$ cat src/rtl/mem_arbiter_pkg.sv
// rtl/mem_arbiter_pkg.sv - shared state encoding and grant constants for mem_arbiter
package mem_arbiter_pkg;

    typedef enum logic [1:0] {
        IDLE   = 2'd0,
        I_BUSY = 2'd1,
        D_BUSY = 2'd2,
        DONE   = 2'd3
    } state_t;

    localparam logic GNT_I = 1'b0;
    localparam logic GNT_D = 1'b1;

endpackage

$ cat src/rtl/mem_arbiter_rr_pick2.sv
// rtl/mem_arbiter_rr_pick2.sv - two-way round-robin / fixed-priority grant picker
module rr_pick2
    import mem_arbiter_pkg::*;
#(
    parameter int D_PRIORITY = 0
) (
    input  logic req_i,
    input  logic req_d,
    input  logic last_grant,
    output logic grant
);

    // Lone requester wins; ties go to D or to the port opposite the last winner.
    always_comb begin
        grant = GNT_I;
        if (req_d && !req_i) begin
            grant = GNT_D;
        end else if (req_d && req_i) begin
            if (D_PRIORITY != 0) begin
                grant = GNT_D;
            end else begin
                grant = (last_grant == GNT_I) ? GNT_D : GNT_I;
            end
        end
    end

endmodule

$ cat src/rtl/mem_arbiter.sv
// rtl/mem_arbiter.sv - I/D cache line arbiter for a shared memory port with watchdog
module mem_arbiter
    import mem_arbiter_pkg::*;
#(
    parameter int ADDR_W     = 28,
    parameter int DATA_W     = 128,
    parameter int D_PRIORITY = 0,
    parameter int TIMEOUT    = 255
) (
    input  logic              clk,
    input  logic              rst,
    input  logic              i_read,
    input  logic [ADDR_W-1:0] i_addr,
    output logic [DATA_W-1:0] i_rdata,
    output logic              i_ready,
    input  logic              d_read,
    input  logic              d_write,
    input  logic [ADDR_W-1:0] d_addr,
    input  logic [DATA_W-1:0] d_wdata,
    output logic [DATA_W-1:0] d_rdata,
    output logic              d_ready,
    output logic              mem_read,
    output logic              mem_write,
    output logic [ADDR_W-1:0] mem_addr,
    output logic [DATA_W-1:0] mem_wdata,
    input  logic [DATA_W-1:0] mem_rdata,
    input  logic              mem_ready,
    output logic              busy,
    output logic              timeout_err
);

    localparam int              CNT_W   = $clog2(TIMEOUT + 1);
    localparam logic [CNT_W-1:0] CNT_MAX = CNT_W'(TIMEOUT);

    state_t             state;
    state_t             state_next;
    logic               last_grant;
    logic               grant;
    logic               req_i;
    logic               req_d;
    logic               in_busy;
    logic [CNT_W-1:0]   wait_cnt;

    assign req_i   = i_read;
    assign req_d   = d_read | d_write;
    assign in_busy = (state == I_BUSY) || (state == D_BUSY);
    assign busy    = (state != IDLE);

    rr_pick2 #(
        .D_PRIORITY (D_PRIORITY)
    ) u_pick (
        .req_i      (req_i),
        .req_d      (req_d),
        .last_grant (last_grant),
        .grant      (grant)
    );

    // State register.
    always_ff @(posedge clk or posedge rst) begin
        if (rst) begin
            state <= IDLE;
        end else begin
            state <= state_next;
        end
    end

    // Next state: grant only from IDLE, finish on mem_ready, one DONE cycle for request drop.
    always_comb begin
        state_next = state;
        case (state)
            IDLE: begin
                if (req_i || req_d) begin
                    state_next = (grant == GNT_D) ? D_BUSY : I_BUSY;
                end
            end
            I_BUSY, D_BUSY: begin
                if (mem_ready) begin
                    state_next = DONE;
                end
            end
            DONE:    state_next = IDLE;
            default: state_next = IDLE;
        endcase
    end

    // Registered memory strobes, returned lines and completion pulses.
    always_ff @(posedge clk or posedge rst) begin
        if (rst) begin
            mem_read   <= 1'b0;
            mem_write  <= 1'b0;
            mem_addr   <= '0;
            mem_wdata  <= '0;
            i_rdata    <= '0;
            d_rdata    <= '0;
            i_ready    <= 1'b0;
            d_ready    <= 1'b0;
            last_grant <= GNT_I;
        end else begin
            i_ready <= 1'b0;
            d_ready <= 1'b0;
            case (state)
                IDLE: begin
                    if (req_i || req_d) begin
                        last_grant <= grant;
                        if (grant == GNT_D) begin
                            mem_addr  <= d_addr;
                            mem_wdata <= d_wdata;
                            mem_write <= d_write;
                            mem_read  <= !d_write;
                        end else begin
                            mem_addr  <= i_addr;
                            mem_read  <= 1'b1;
                            mem_write <= 1'b0;
                        end
                    end
                end
                I_BUSY: begin
                    if (mem_ready) begin
                        i_rdata   <= mem_rdata;
                        i_ready   <= 1'b1;
                        mem_read  <= 1'b0;
                        mem_write <= 1'b0;
                    end
                end
                D_BUSY: begin
                    if (mem_ready) begin
                        if (!mem_write) begin
                            d_rdata <= mem_rdata;
                        end
                        d_ready   <= 1'b1;
                        mem_read  <= 1'b0;
                        mem_write <= 1'b0;
                    end
                end
                default: begin
                end
            endcase
        end
    end

    // Watchdog: count busy cycles (saturating), latch the error when the count hits TIMEOUT.
    always_ff @(posedge clk or posedge rst) begin
        if (rst) begin
            wait_cnt    <= '0;
            timeout_err <= 1'b0;
        end else begin
            if (state_next == IDLE) begin
                wait_cnt <= '0;
            end else if (in_busy && (wait_cnt != CNT_MAX)) begin
                wait_cnt <= wait_cnt + 1'b1;
                if (wait_cnt == CNT_MAX - 1'b1) begin
                    timeout_err <= 1'b1;
                end
            end
        end
    end

endmodule

$ cat config.mk
export PLATFORM = sky130hd
export DESIGN_NAME = mem_arbiter
export DESIGN_NICKNAME = d
export VERILOG_FILES = /design/src/rtl/mem_arbiter_pkg.sv /design/src/rtl/mem_arbiter_rr_pick2.sv /design/src/rtl/mem_arbiter.sv
export SDC_FILE = /design/constraint.sdc
export NUM_CORES = 1
export LEC_CHECK = 0
export BUFFER_PORTS_ARGS = -buffer_cell sky130_fd_sc_hd__buf_2
export CAP_MARGIN = 20
export CELL_PAD_IN_SITES_DETAIL_PLACEMENT = 2
export CELL_PAD_IN_SITES_GLOBAL_PLACEMENT = 2
export CORE_AREA = 2 2 286 288
export CTS_CLUSTER_SIZE = 8
export DETAILED_ROUTE_END_ITERATION = 8
export DIE_AREA = 0 0 288 290
export PLACE_DENSITY_LB_ADDON = 0.05
export SLEW_MARGIN = 20
export SYNTH_ARGS = -nofsm -noshare
export SYNTH_HDL_FRONTEND = slang
export SYNTH_SLANG_ARGS = --single-unit
$ cat constraint.sdc
create_clock -name clk -period 15.5 [get_ports clk]
set_clock_uncertainty 0.2 [all_clocks]
set_input_delay 0.775 -clock clk [delete_from_list [all_inputs] [get_ports clk]]
set_output_delay 0.775 -clock clk [all_outputs]
set_load 0.01 [all_outputs]
# ---- After elaboration in Yosys (flattened, before gate mapping)
# Index checks and enable logic that the tools add are counted.
dict set report word_totals {
  elab_cells 62
  ff_bits 428
}
dict set report op_classes {
  n_eq_ne 7
  n_bitwise 3
  n_reduce_logical 19
  mux 20
  n_addsub 1
}
# cell count
set op_table {}
lappend op_table {{$mux W28} 1}
lappend op_table {{$mux W8} 2}
lappend op_table {{$reduce_and A3 Y1} 4}
lappend op_table {{$mux W1} 11}
lappend op_table {{$add A8 B1 Y8 const B} 1}
lappend op_table {{$eq A8 B8 Y1 const B} 1}
lappend op_table {{$ne A8 B8 Y1 const B} 1}
lappend op_table {{$mux W2} 3}
lappend op_table {{$pmux W2 S3} 1}
lappend op_table {{$reduce_bool A2 Y1} 3}
lappend op_table {{$eq A2 B2 Y1 const B} 2}
lappend op_table {{$logic_not A2 Y1} 2}
lappend op_table {{$pmux W1 S2} 2}
lappend op_table {{$reduce_and A2 Y1} 2}
lappend op_table {{$logic_and A1 B1 Y1} 3}
lappend op_table {{$eq A2 B1 Y1 const B} 1}
lappend op_table {{$logic_not A1 Y1} 2}
lappend op_table {{$logic_or A1 B1 Y1} 2}
lappend op_table {{$ne A2 B1 Y1 const B} 1}
lappend op_table {{$ne A2 B2 Y1 const B} 1}
lappend op_table {{$not A1 Y1} 2}
lappend op_table {{$reduce_or A2 Y1} 1}
lappend op_table {{$or A1 B1 Y1} 1}

# ---- Logic depth before layout (Yosys ltp)
# Gate-level depths: netlist of run 1.
dict set report depth {
  word_depth 10
  depth_mapped 7
  ltp_nobuf 6
}

# ---- By module
# Synthesis of run 1 repeated with hierarchy kept, for this count alone.
dict set report unflattened {
  cells_unflattened 1022
  hier_area_um2 16532.1
}
# mod cells_each area_per_inst_um2 instances
set modules_own_cells {}
lappend modules_own_cells {mem_arbiter 1021 16520.8 1}
lappend modules_own_cells {rr_pick2 1 11.3 1}

# ---- Worst setup path before layout of run 1
# No wires, ideal clock.
dict set report synth_timing {
  kind {input to register}
  startpoint {input d_write}
  endpoint {register mem_wdata[100]}
  path_slack_ns 13.406
  stages 5
  required_time_ns 15.175
  setup_time_ns 0.125
  arrival_ns 1.769
  path_cell_list {o21ai_2 > or2_1 > buf_6 > buf_6 > mux2_4}
}
dict set report synth_between {
  elab_chain_cells 5
  elab_cells_between_ends 7
  cone_classes {mux: 2; bitwise: 1; reduce/logical: 4}
}
# element line_no
set synth_rtl {}
lappend synth_rtl {{start: declaration} mem_arbiter.sv:17} ;# input logic d_write,
lappend synth_rtl {{$or A1 B1 Y1 *} mem_arbiter.sv:45} ;# assign req_d = d_read | d_write;
lappend synth_rtl {{$logic_and A1 B1 Y1} mem_arbiter_rr_pick2.sv:18} ;# end else if (req_d && req_i) begin
lappend synth_rtl {{$mux W1} mem_arbiter_rr_pick2.sv:18}
lappend synth_rtl {{$mux W1} mem_arbiter_rr_pick2.sv:16} ;# if (req_d && !req_i) begin
lappend synth_rtl {{$reduce_and A3 Y1 (no source line) *} -}
lappend synth_rtl {{end signal: assignment} mem_arbiter.sv:107} ;# mem_wdata <= d_wdata;
lappend synth_rtl {{end: declaration} mem_arbiter.sv:25} ;# output logic [DATA_W-1:0] mem_wdata,
# Mark *: on every way between the ends. The rest lies on a longest branch, timed or not.
# A chain may end at the register's enable or synchronous reset.

# ---- Final worst setup path of run 1
dict set report layout_timing {
  startpoint {register last_grant}
  endpoint {register mem_wdata[74]}
}
dict set report layout_between {
  elab_chain_cells 4
}
# element line_no
set layout_rtl {}
lappend layout_rtl {{start: declaration} mem_arbiter.sv:37} ;# logic last_grant;
lappend layout_rtl {{start signal: assignment} mem_arbiter.sv:104} ;# last_grant <= grant;
lappend layout_rtl {{$mux W1} mem_arbiter_rr_pick2.sv:22} ;# grant = (last_grant == GNT_I) ? GNT_D : GNT_I;
lappend layout_rtl {{$mux W1} mem_arbiter_rr_pick2.sv:18}
lappend layout_rtl {{$mux W1} mem_arbiter_rr_pick2.sv:16}
lappend layout_rtl {{$reduce_and A3 Y1 (no source line)} -}
# No other way between the ends.

==> results of run 1 <==
-- registers in the layout, summed over array words and instances (netlist names) --
signal       flops
mem_write        1
wait_cnt         8
d_ready          1
timeout_err      1
mem_addr        28
mem_read         1
i_rdata        128
state            2
i_ready          1
last_grant       1
mem_wdata      128
d_rdata        128
-- metal layers --
metal	track usage	wire length, um	up-vias
met1	0.168	24000	5848
met2	0.284	34300	473
met5	0	239	-
li1	-	-	5097
met4	0.0350	1340	38
met3	0.0728	6940	129
-- power breakdown --
part           total, uW  switching, uW  internal [uW]  leakage [uW]
logic               2160           1160           1000       0.00564
clock network       1160            481            676      0.000756
registers           1980            294           1690       0.00510
total               5300           1940           3370        0.0115
-- Yosys cell counts (2+ instances only) --
master	number
sky130_fd_sc_hd__nor2_1	10
sky130_fd_sc_hd__mux2_4	100
sky130_fd_sc_hd__a21oi_1	6
sky130_fd_sc_hd__mux2_2	68
sky130_fd_sc_hd__nand3_1	4
sky130_fd_sc_hd__ha_1	7
sky130_fd_sc_hd__nor3_1	4
sky130_fd_sc_hd__dfrtp_1	428
sky130_fd_sc_hd__buf_1	6
sky130_fd_sc_hd__nand4_1	2
sky130_fd_sc_hd__a32o_1	2
sky130_fd_sc_hd__a31oi_1	3
sky130_fd_sc_hd__inv_1	9
sky130_fd_sc_hd__and4_1	4
sky130_fd_sc_hd__o21ai_1	28
sky130_fd_sc_hd__o21ai_0	2
sky130_fd_sc_hd__clkbuf_1	4
sky130_fd_sc_hd__mux2_1	216
sky130_fd_sc_hd__buf_2	29
sky130_fd_sc_hd__nand2_1	33
sky130_fd_sc_hd__mux2i_1	29
sky130_fd_sc_hd__nand2b_1	2
sky130_fd_sc_hd__buf_6	13
-- worst paths after layout --
path | startpoint | endpoint | slack (ns) | cells past startpoint
max in group asynchronous | rst | i_rdata[29] | 12.00 | 5
max reg2reg | last_grant | mem_wdata[74] | 11.42 | 7
min | rst | mem_wdata[24] | 0.06 | 2
min in group clk | d_wdata[114] | mem_wdata[114] | 0.18 | 2
min reg2reg | timeout_err | timeout_err | 0.28 | 1
max | last_grant | mem_wdata[74] | 11.42 | 7
-- per-stage QoR --
| stage | total power (uW) | hold WS (ns) | worst slack (ns) |
|---|---|---|---|
| 2_1_floorplan | 3150 | 0.266 | 2.61 |
| 3_3_place_gp | 4190 | 0.258 | 10.82 |
| 3_5_place_dp | 4250 | 0.267 | 10.78 |
| 4_1_cts | 5460 | 0.136 | 11.34 |
| 5_1_grt | 5690 | 0.154 | 11.15 |
| 6_report | 5300 | 0.0625 | 11.42 |
-- critical path, cell delays in order (launching register included) --
cell,delay [ns]
sky130_fd_sc_hd__dfrtp_1,0.36
sky130_fd_sc_hd__nand2_2,0.10
sky130_fd_sc_hd__o21ai_4,0.06
sky130_fd_sc_hd__buf_4,0.46
sky130_fd_sc_hd__or2_4,0.60
sky130_fd_sc_hd__buf_4,0.81
sky130_fd_sc_hd__buf_4,0.81
sky130_fd_sc_hd__mux2_4,0.35
-- layout make-up --
| cell class | count | area (sq um) | share of cell area |
|---|---|---|---|
| diodes | 9 | 22.5 | 0.000974 |
| clock buffers | 64 | 1520 | 0.0656 |
| clock inverters | 2 | 25.0 | 0.00108 |
| inverters | 10 | 45.0 | 0.00195 |
| multi-input cells | 535 | 5710 | 0.247 |
| flip-flops and latches | 428 | 10700 | 0.463 |
| well taps | 1060 | 1330 | 0.0573 |
| repair buffers | 746 | 3770 | 0.163 |
-- logic make-up (layout without fill, tap and decap cells) --
group,Yosys count,in the layout,synth area share
buffers and inverters,62,822,0.0219
multiplexers,413,413,0.298
AO/OA/AOI/OAI,49,49,0.0174
XOR/XNOR,2,2,0.00105
AND/OR/NAND/NOR,64,64,0.0175
other,0,9,0
adder cells (fa/ha/maj),7,7,0.00523
flip-flops,428,428,0.639
==> impl_metrics.py, run 1 <==
metrics = {
    "status": {
        "status": "completed",
    },
    "place": {
        "dp_cells": 2779,
        "gp_routability_congestion": 0.769,
        "dp_hpwl_um": 51700,
        "placedInstanceArea_sq_um": 21600,
        "io_buffers": 735,
    },
    "final_layout": {
        "area_added_between_synthesis_and_finish_pct": 38.0,
        "layout_common_cells": "sky130_fd_sc_hd__buf_2 (735), sky130_fd_sc_hd__dfrtp_1 (428), sky130_fd_sc_hd__mux2_1 (216)",
        "layoutNonFillerInstCount": 2854,
        "utilization": 0.289,
        "final_layout_size_suffix_gt1_frac": 0.552,
        "layout_cell_area_excl_fill_sq_um": 23100,
        "layout.nets": 2105,
        "fill_cells": 8629,
        "final_common_cell": "sky130_fd_sc_hd__buf_2",
    },
    "floorplanning": {
        "die_h_um": 290,
        "io_pins": 736,
        "die_width_um": 288,
        "start_util": 0.209,
        "overall_die_area_sq_um": 83500,
        "fp-row-count": 104,
        "core_region_area_sq_um": 80200,
    },
    "cts": {
        "clock_sinks": 428,
        "clkLatencyLatePin_ns": 0.60,
        "cts_setup_buffers": 0,
        "cts_repair_resize_count": 0,
        "clock_tree_from_tritoncts": "done",
        "clock_tree.htree_level_count": 2,
        "cts.reportedPaths.clkPinSlew_ns": 0.06,
        "clock_tree.root_cell": "sky130_fd_sc_hd__clkbuf_16",
        "cts_hold_buffers": 0,
        "max-clock-path-buffers": 3,
        "cts_inserted_buffers": 59,
    },
    "synthesis": {
        "synthDominantCellAreaShare": 0.639,
        "synth_seq_area_share": 0.639,
        "post_synth.cell_area_avg_sq_um": 16.3,
        "mappedNetlistArea_sq_um": 16800,
        "synth-edff-count": 0,
        "post-synth-top-area-cell": "sky130_fd_sc_hd__dfrtp_1",
        "number_of_flip_flops_and_latches_in_the_synthesized_netlist": 428,
        "synth.distinct_cells": 39,
        "share_of_async_settable_or_async_resettable_flops_after_synthesis": 1.00,
        "synth_cells": 1025,
        "warning_count_from_the_yosys_run": 0,
        "prevailing_post_synth_register_cell": "sky130_fd_sc_hd__dfrtp_1",
        "synth_nets": 1350,
        "netlist_top_cells_area": "sky130_fd_sc_hd__dfrtp_1 (64%), sky130_fd_sc_hd__mux2_1 (15%), sky130_fd_sc_hd__mux2_4 (9.0%)",
    },
    "timing": {
        "finalSetupTns_ns": 0,
        "setup_repair_after_global_routing_missed_its_margin": "no",
        "max_clock_freq_mhz": 245,
        "slew_margin_rel": 0.309,
        "worst-slew-pin-transition_ns": 1.04,
        "time_the_worst_path_needs_with_i_o_delays_and_setup_ns": 4.08,
        "fin_crit_sh": 0.263,
        "timing.final.max_slew_violations": 0,
        "timing.final.hold_violations": 0,
        "finalSetupViolations": 0,
    },
    "critical_path": {
        "critical_path_peak_fanout": 51,
        "cp_data_arrival_time_ns": 4.37,
        "setup.worst_path.end_class": "flip-flop",
        "req_time_crit_path_ns": 15.79,
        "worst_setup_path_start_kind": "flip-flop",
        "worstSetupPathType": "reg2reg",
    },
    "worst_hold_path": {
        "holdCritPathClass": "in2async",
    },
    "pwr": {
        "vdd_ir_drop_max_mv": 0.0843,
        "total_leakage_power_uw": 0.0115,
        "power_density_of_the_placed_cells_nw_per_um2": 229,
    },
    "route": {
        "dr_total_vias": 11585,
        "drt.antenna.violating_nets": 0,
        "first_iter_violations": 296,
        "detailedRoute.firstPassIterationCount": 4,
        "drt_wl_total_um": 66700,
        "post_route_drc_violation_count": 0,
        "detail_route.wl_per_cell_um": 23.4,
        "viasPerCell": 4.06,
    },
    "global_routing": {
        "grt_max_degree": 140,
        "grt_first_pass_wirelength_um": 97200,
        "grt_overflow_total": 0,
        "grt_use_total": 0.158,
        "grt_antenna_before_repair": 38,
        "grt_pass1_vias": 13325,
    },
    "flow_run": {
        "max_cap_violations": 0,
    },
}
Power figures use the tool's default switching activity.
==> run 2: changes to the inputs <==
--- a/config.mk
+++ b/config.mk
@@ -5,14 +5,15 @@
 export SDC_FILE = /design/constraint.sdc
 export NUM_CORES = 1
 export LEC_CHECK = 0
+export ABC_AREA = 1
 export BUFFER_PORTS_ARGS = -buffer_cell sky130_fd_sc_hd__buf_2
 export CAP_MARGIN = 20
 export CELL_PAD_IN_SITES_DETAIL_PLACEMENT = 2
 export CELL_PAD_IN_SITES_GLOBAL_PLACEMENT = 2
-export CORE_AREA = 2 2 286 288
+export CORE_AREA = 2 2 288 290
 export CTS_CLUSTER_SIZE = 8
 export DETAILED_ROUTE_END_ITERATION = 8
-export DIE_AREA = 0 0 288 290
+export DIE_AREA = 0 0 290 292
 export PLACE_DENSITY_LB_ADDON = 0.05
 export SLEW_MARGIN = 20
 export SYNTH_ARGS = -nofsm -noshare
==> constraint.sdc (replaced) <==
create_clock -name clk -period 4 [get_ports clk]
set_clock_uncertainty 0.2 [all_clocks]
set_input_delay 0.2 -clock clk [delete_from_list [all_inputs] [get_ports clk]]
set_output_delay 0.2 -clock clk [all_outputs]
set_load 0.01 [all_outputs]
==> run 2 against run 1 <==
  * Sequential power grew to 3.8 times the previous value
  * Worst hold slack gained 0.075 ns
  * Sequential share of layout area shrank 6.0 points
  * Critical endpoint is now mem_addr[7]
==> impl_metrics.py, run 2 <==
metrics = {
    "critical_path": {
        "setup.worst_path.end_class": "flip-flop",
        "cp_slowest_cell": "sky130_fd_sc_hd__nor2_4",
        "worst_reg2reg_path_length_in_cells": 8,
        "critical_path_peak_fanout": 29,
        "worstSetupPathType": "reg2reg",
        "path_depth": 8,
        "critical-path-top-cell-by-count": "sky130_fd_sc_hd__inv_1",
        "worst_setup_path_start_kind": "flip-flop",
        "critical_path_buf_inv_count": 4,
        "critical_path.cell_chain": "inv_1 > ha_1 > inv_1 > nor2_4 > buf_4 > nor2_1 > a31oi_1 > dlygate4sd3_1",
        "cp_data_arrival_time_ns": 3.34,
        "req_time_crit_path_ns": 4.33,
        "critical_path.top_delay_family": "buffers and inverters",
        "max_stage_delay_ns": 0.59,
    },
    "synthesis": {
        "netlist_top_cells_count": "sky130_fd_sc_hd__dfrtp_1 (428), sky130_fd_sc_hd__nand2_1 (346), sky130_fd_sc_hd__o21ai_0 (263), sky130_fd_sc_hd__inv_1 (147), sky130_fd_sc_hd__mux2_4 (109)",
        "number_of_flip_flops_and_latches_in_the_synthesized_netlist": 428,
        "synth.distinct_cells": 26,
        "prevailing_post_synth_register_cell": "sky130_fd_sc_hd__dfrtp_1",
        "post_synth.cell_area_avg_sq_um": 11.2,
        "synthMostInstantiatedCell": "sky130_fd_sc_hd__dfrtp_1",
        "synth_nets": 1830,
        "post-synth-top-area-cell": "sky130_fd_sc_hd__dfrtp_1",
        "synth_seq_area_share": 0.637,
        "share_of_async_settable_or_async_resettable_flops_after_synthesis": 1.00,
        "warning_count_from_the_yosys_run": 0,
        "synthDominantCellAreaShare": 0.637,
        "synth_cells": 1505,
        "synth-edff-count": 0,
        "netlist_top_cells_area": "sky130_fd_sc_hd__dfrtp_1 (64%), sky130_fd_sc_hd__mux2_4 (9.7%), sky130_fd_sc_hd__o21ai_0 (7.8%)",
        "mappedNetlistArea_sq_um": 16800,
    },
    "cts": {
        "clkLatencyLatePin_ns": 0.61,
        "clock_tree_from_tritoncts": "done",
        "cts_setup_buffers": 0,
        "clock_tree.htree_level_count": 2,
        "cts_repair_resize_count": 0,
        "clock_tree.root_cell": "sky130_fd_sc_hd__clkbuf_16",
        "cts_hold_buffers": 325,
        "cts_inserted_buffers": 60,
        "clock_sinks": 428,
        "max-clock-path-buffers": 3,
        "cts.reportedPaths.clkPinSlew_ns": 0.06,
    },
    "timing": {
        "max_clock_freq_mhz": 333,
        "slew_margin_rel": 0.327,
        "time_the_worst_path_needs_with_i_o_delays_and_setup_ns": 3.00,
        "finalSetupViolations": 0,
        "timing.final.max_slew_violations": 0,
        "timing.final.ws_setup_ns": 0.996,
        "finalSetupTns_ns": 0,
        "setup_repair_after_global_routing_missed_its_margin": "no",
        "timing.final.hold_violations": 0,
        "worst-slew-pin-transition_ns": 1.01,
        "fin_crit_sh": 0.751,
        "hold_slack_ns": 0.137,
    },
    "global_routing": {
        "grt_use_total": 0.177,
        "grt_first_pass_wirelength_um": 115000,
        "grt_overflow_total": 0,
        "grt_antenna_before_repair": 6,
        "grt_util_met3": 0.0552,
        "grt_max_degree": 101,
        "grt_pass1_vias": 17197,
        "grt_busiest_layer": "met2",
        "grt_use_met1": 0.193,
        "gr-usage-met2": 0.329,
    },
    "final_layout": {
        "layout_cell_area_excl_fill_sq_um": 26600,
        "final_layout_size_suffix_gt1_frac": 0.373,
        "reg.largest.list": "d_rdata: 128 flops, i_rdata: 128 flops, mem_wdata: 128 flops",
        "layoutNonFillerInstCount": 3653,
        "layout.nets": 2895,
        "final_common_cell": "sky130_fd_sc_hd__buf_2",
        "area_added_between_synthesis_and_finish_pct": 58.2,
        "layout_common_cells": "sky130_fd_sc_hd__buf_2 (735), sky130_fd_sc_hd__dfrtp_1 (428), sky130_fd_sc_hd__nand2_1 (344)",
    },
    "pwr": {
        "vdd_ir_drop_max_mv": 0.287,
        "total_leakage_power_uw": 0.0138,
        "power_density_of_the_placed_cells_nw_per_um2": 789,
    },
    "route": {
        "detail_route.wl_per_cell_um": 20.6,
        "dr_total_vias": 14957,
        "post_route_drc_violation_count": 0,
        "viasPerCell": 4.09,
        "detailedRoute.firstPassIterationCount": 4,
        "drt.antenna.violating_nets": 0,
        "drt_wl_total_um": 75200,
        "first_iter_violations": 450,
    },
    "floorplanning": {
        "core_region_area_sq_um": 81600,
        "overall_die_area_sq_um": 84700,
        "fp-row-count": 105,
        "start_util": 0.206,
        "die_width_um": 290,
        "io_pins": 736,
        "die_h_um": 292,
    },
    "place": {
        "place_worst_setup_slack_ns": 1.17,
        "dp_hpwl_um": 55400,
        "dp_cells": 3253,
        "placedInstanceArea_sq_um": 21700,
        "gp_routability_congestion": 0.779,
        "io_buffers": 735,
    },
    "status": {
        "status": "completed",
    },
    "worst_hold_path": {
        "holdCritPathClass": "in2async",
    },
    "flow_run": {
        "max_cap_violations": 0,
    },
}
-- run 2: cell types whose count changed after synthesis, sizes merged, moves of 3 or more --
cell / before / now
and4: 4 / 0
clkbuf: 4 / 41
mux2: 384 / 128
a21oi: 6 / 3
o21ai: 31 / 264
buf: 48 / 41
nand3: 4 / 9
nor2: 10 / 48
inv: 10 / 148
a31oi: 3 / 28
nand2: 34 / 348
mux2i: 29 / 0
-- run 2: worst paths after layout --
kind                              start        endpoint  slack [ns]
hold reg to reg             d_rdata[30]     d_rdata[30]        0.28
setup reg to reg               state[0]     mem_addr[7]         1.0
hold / removal                      rst    i_rdata[126]        0.14
min in group clk           d_wdata[117]  mem_wdata[117]        0.15
setup / recovery               state[0]     mem_addr[7]         1.0
max in group asynchronous           rst   mem_wdata[73]        2.30
-- run 2: layout make-up --
type | count | area, sq um
flip-flops and latches | 428 | 10700
clock buffers | 69 | 1590
diodes | 4 | 10.0
inverters | 148 | 559
fillers | 8913 | 55000
multi-input cells | 847 | 5100
repair buffers | 1085 | 7230
clock inverters | 2 | 46.3
well taps | 1070 | 1340
-- run 2: metal layers --
metal  share of wire  routed length [um]  vias to the layer above
met3           0.069                5210                      102
met1            0.37               28100                     7430
met5         0.00036                  27                        -
li1                -                   -                     6944
met4           0.026                1980                        4
met2            0.53               39800                      477
-- run 2: kinds of logic (layout without fill, tap and decap cells) --
group	count (synthesis)	count (layout)	share of synthesized area
AOI/OAI and AO/OA	298	298	0.0915
muxes	128	128	0.110
and+or+nand+nor	413	413	0.0943
other	0	4	0
adders and majority gates	7	7	0.00521
xor gates and xnor gates	1	1	0.000521
DFF	428	428	0.637
buffers and inverters	230	1304	0.0611
-- run 2: where the power goes --
part	leakage, uW	switching [uW]	internal (uW)
sequential	0.00524	1130	6390
clock	0.000799	1930	2790
combinational	0.00780	4830	3910
total	0.0138	7900	13100
-- run 2: stage by stage --
step,total power (uW),utilization
after CTS,21500,0.326
after floorplan,11900,-
after detailed placement,16000,0.266
after global placement,15700,0.266
after global routing,22600,0.326
final,21000,0.326
-- run 2: worst min-delay path, delay by kind of cell --
kind     cells  cell delay, ns
buf+inv      3            1.25
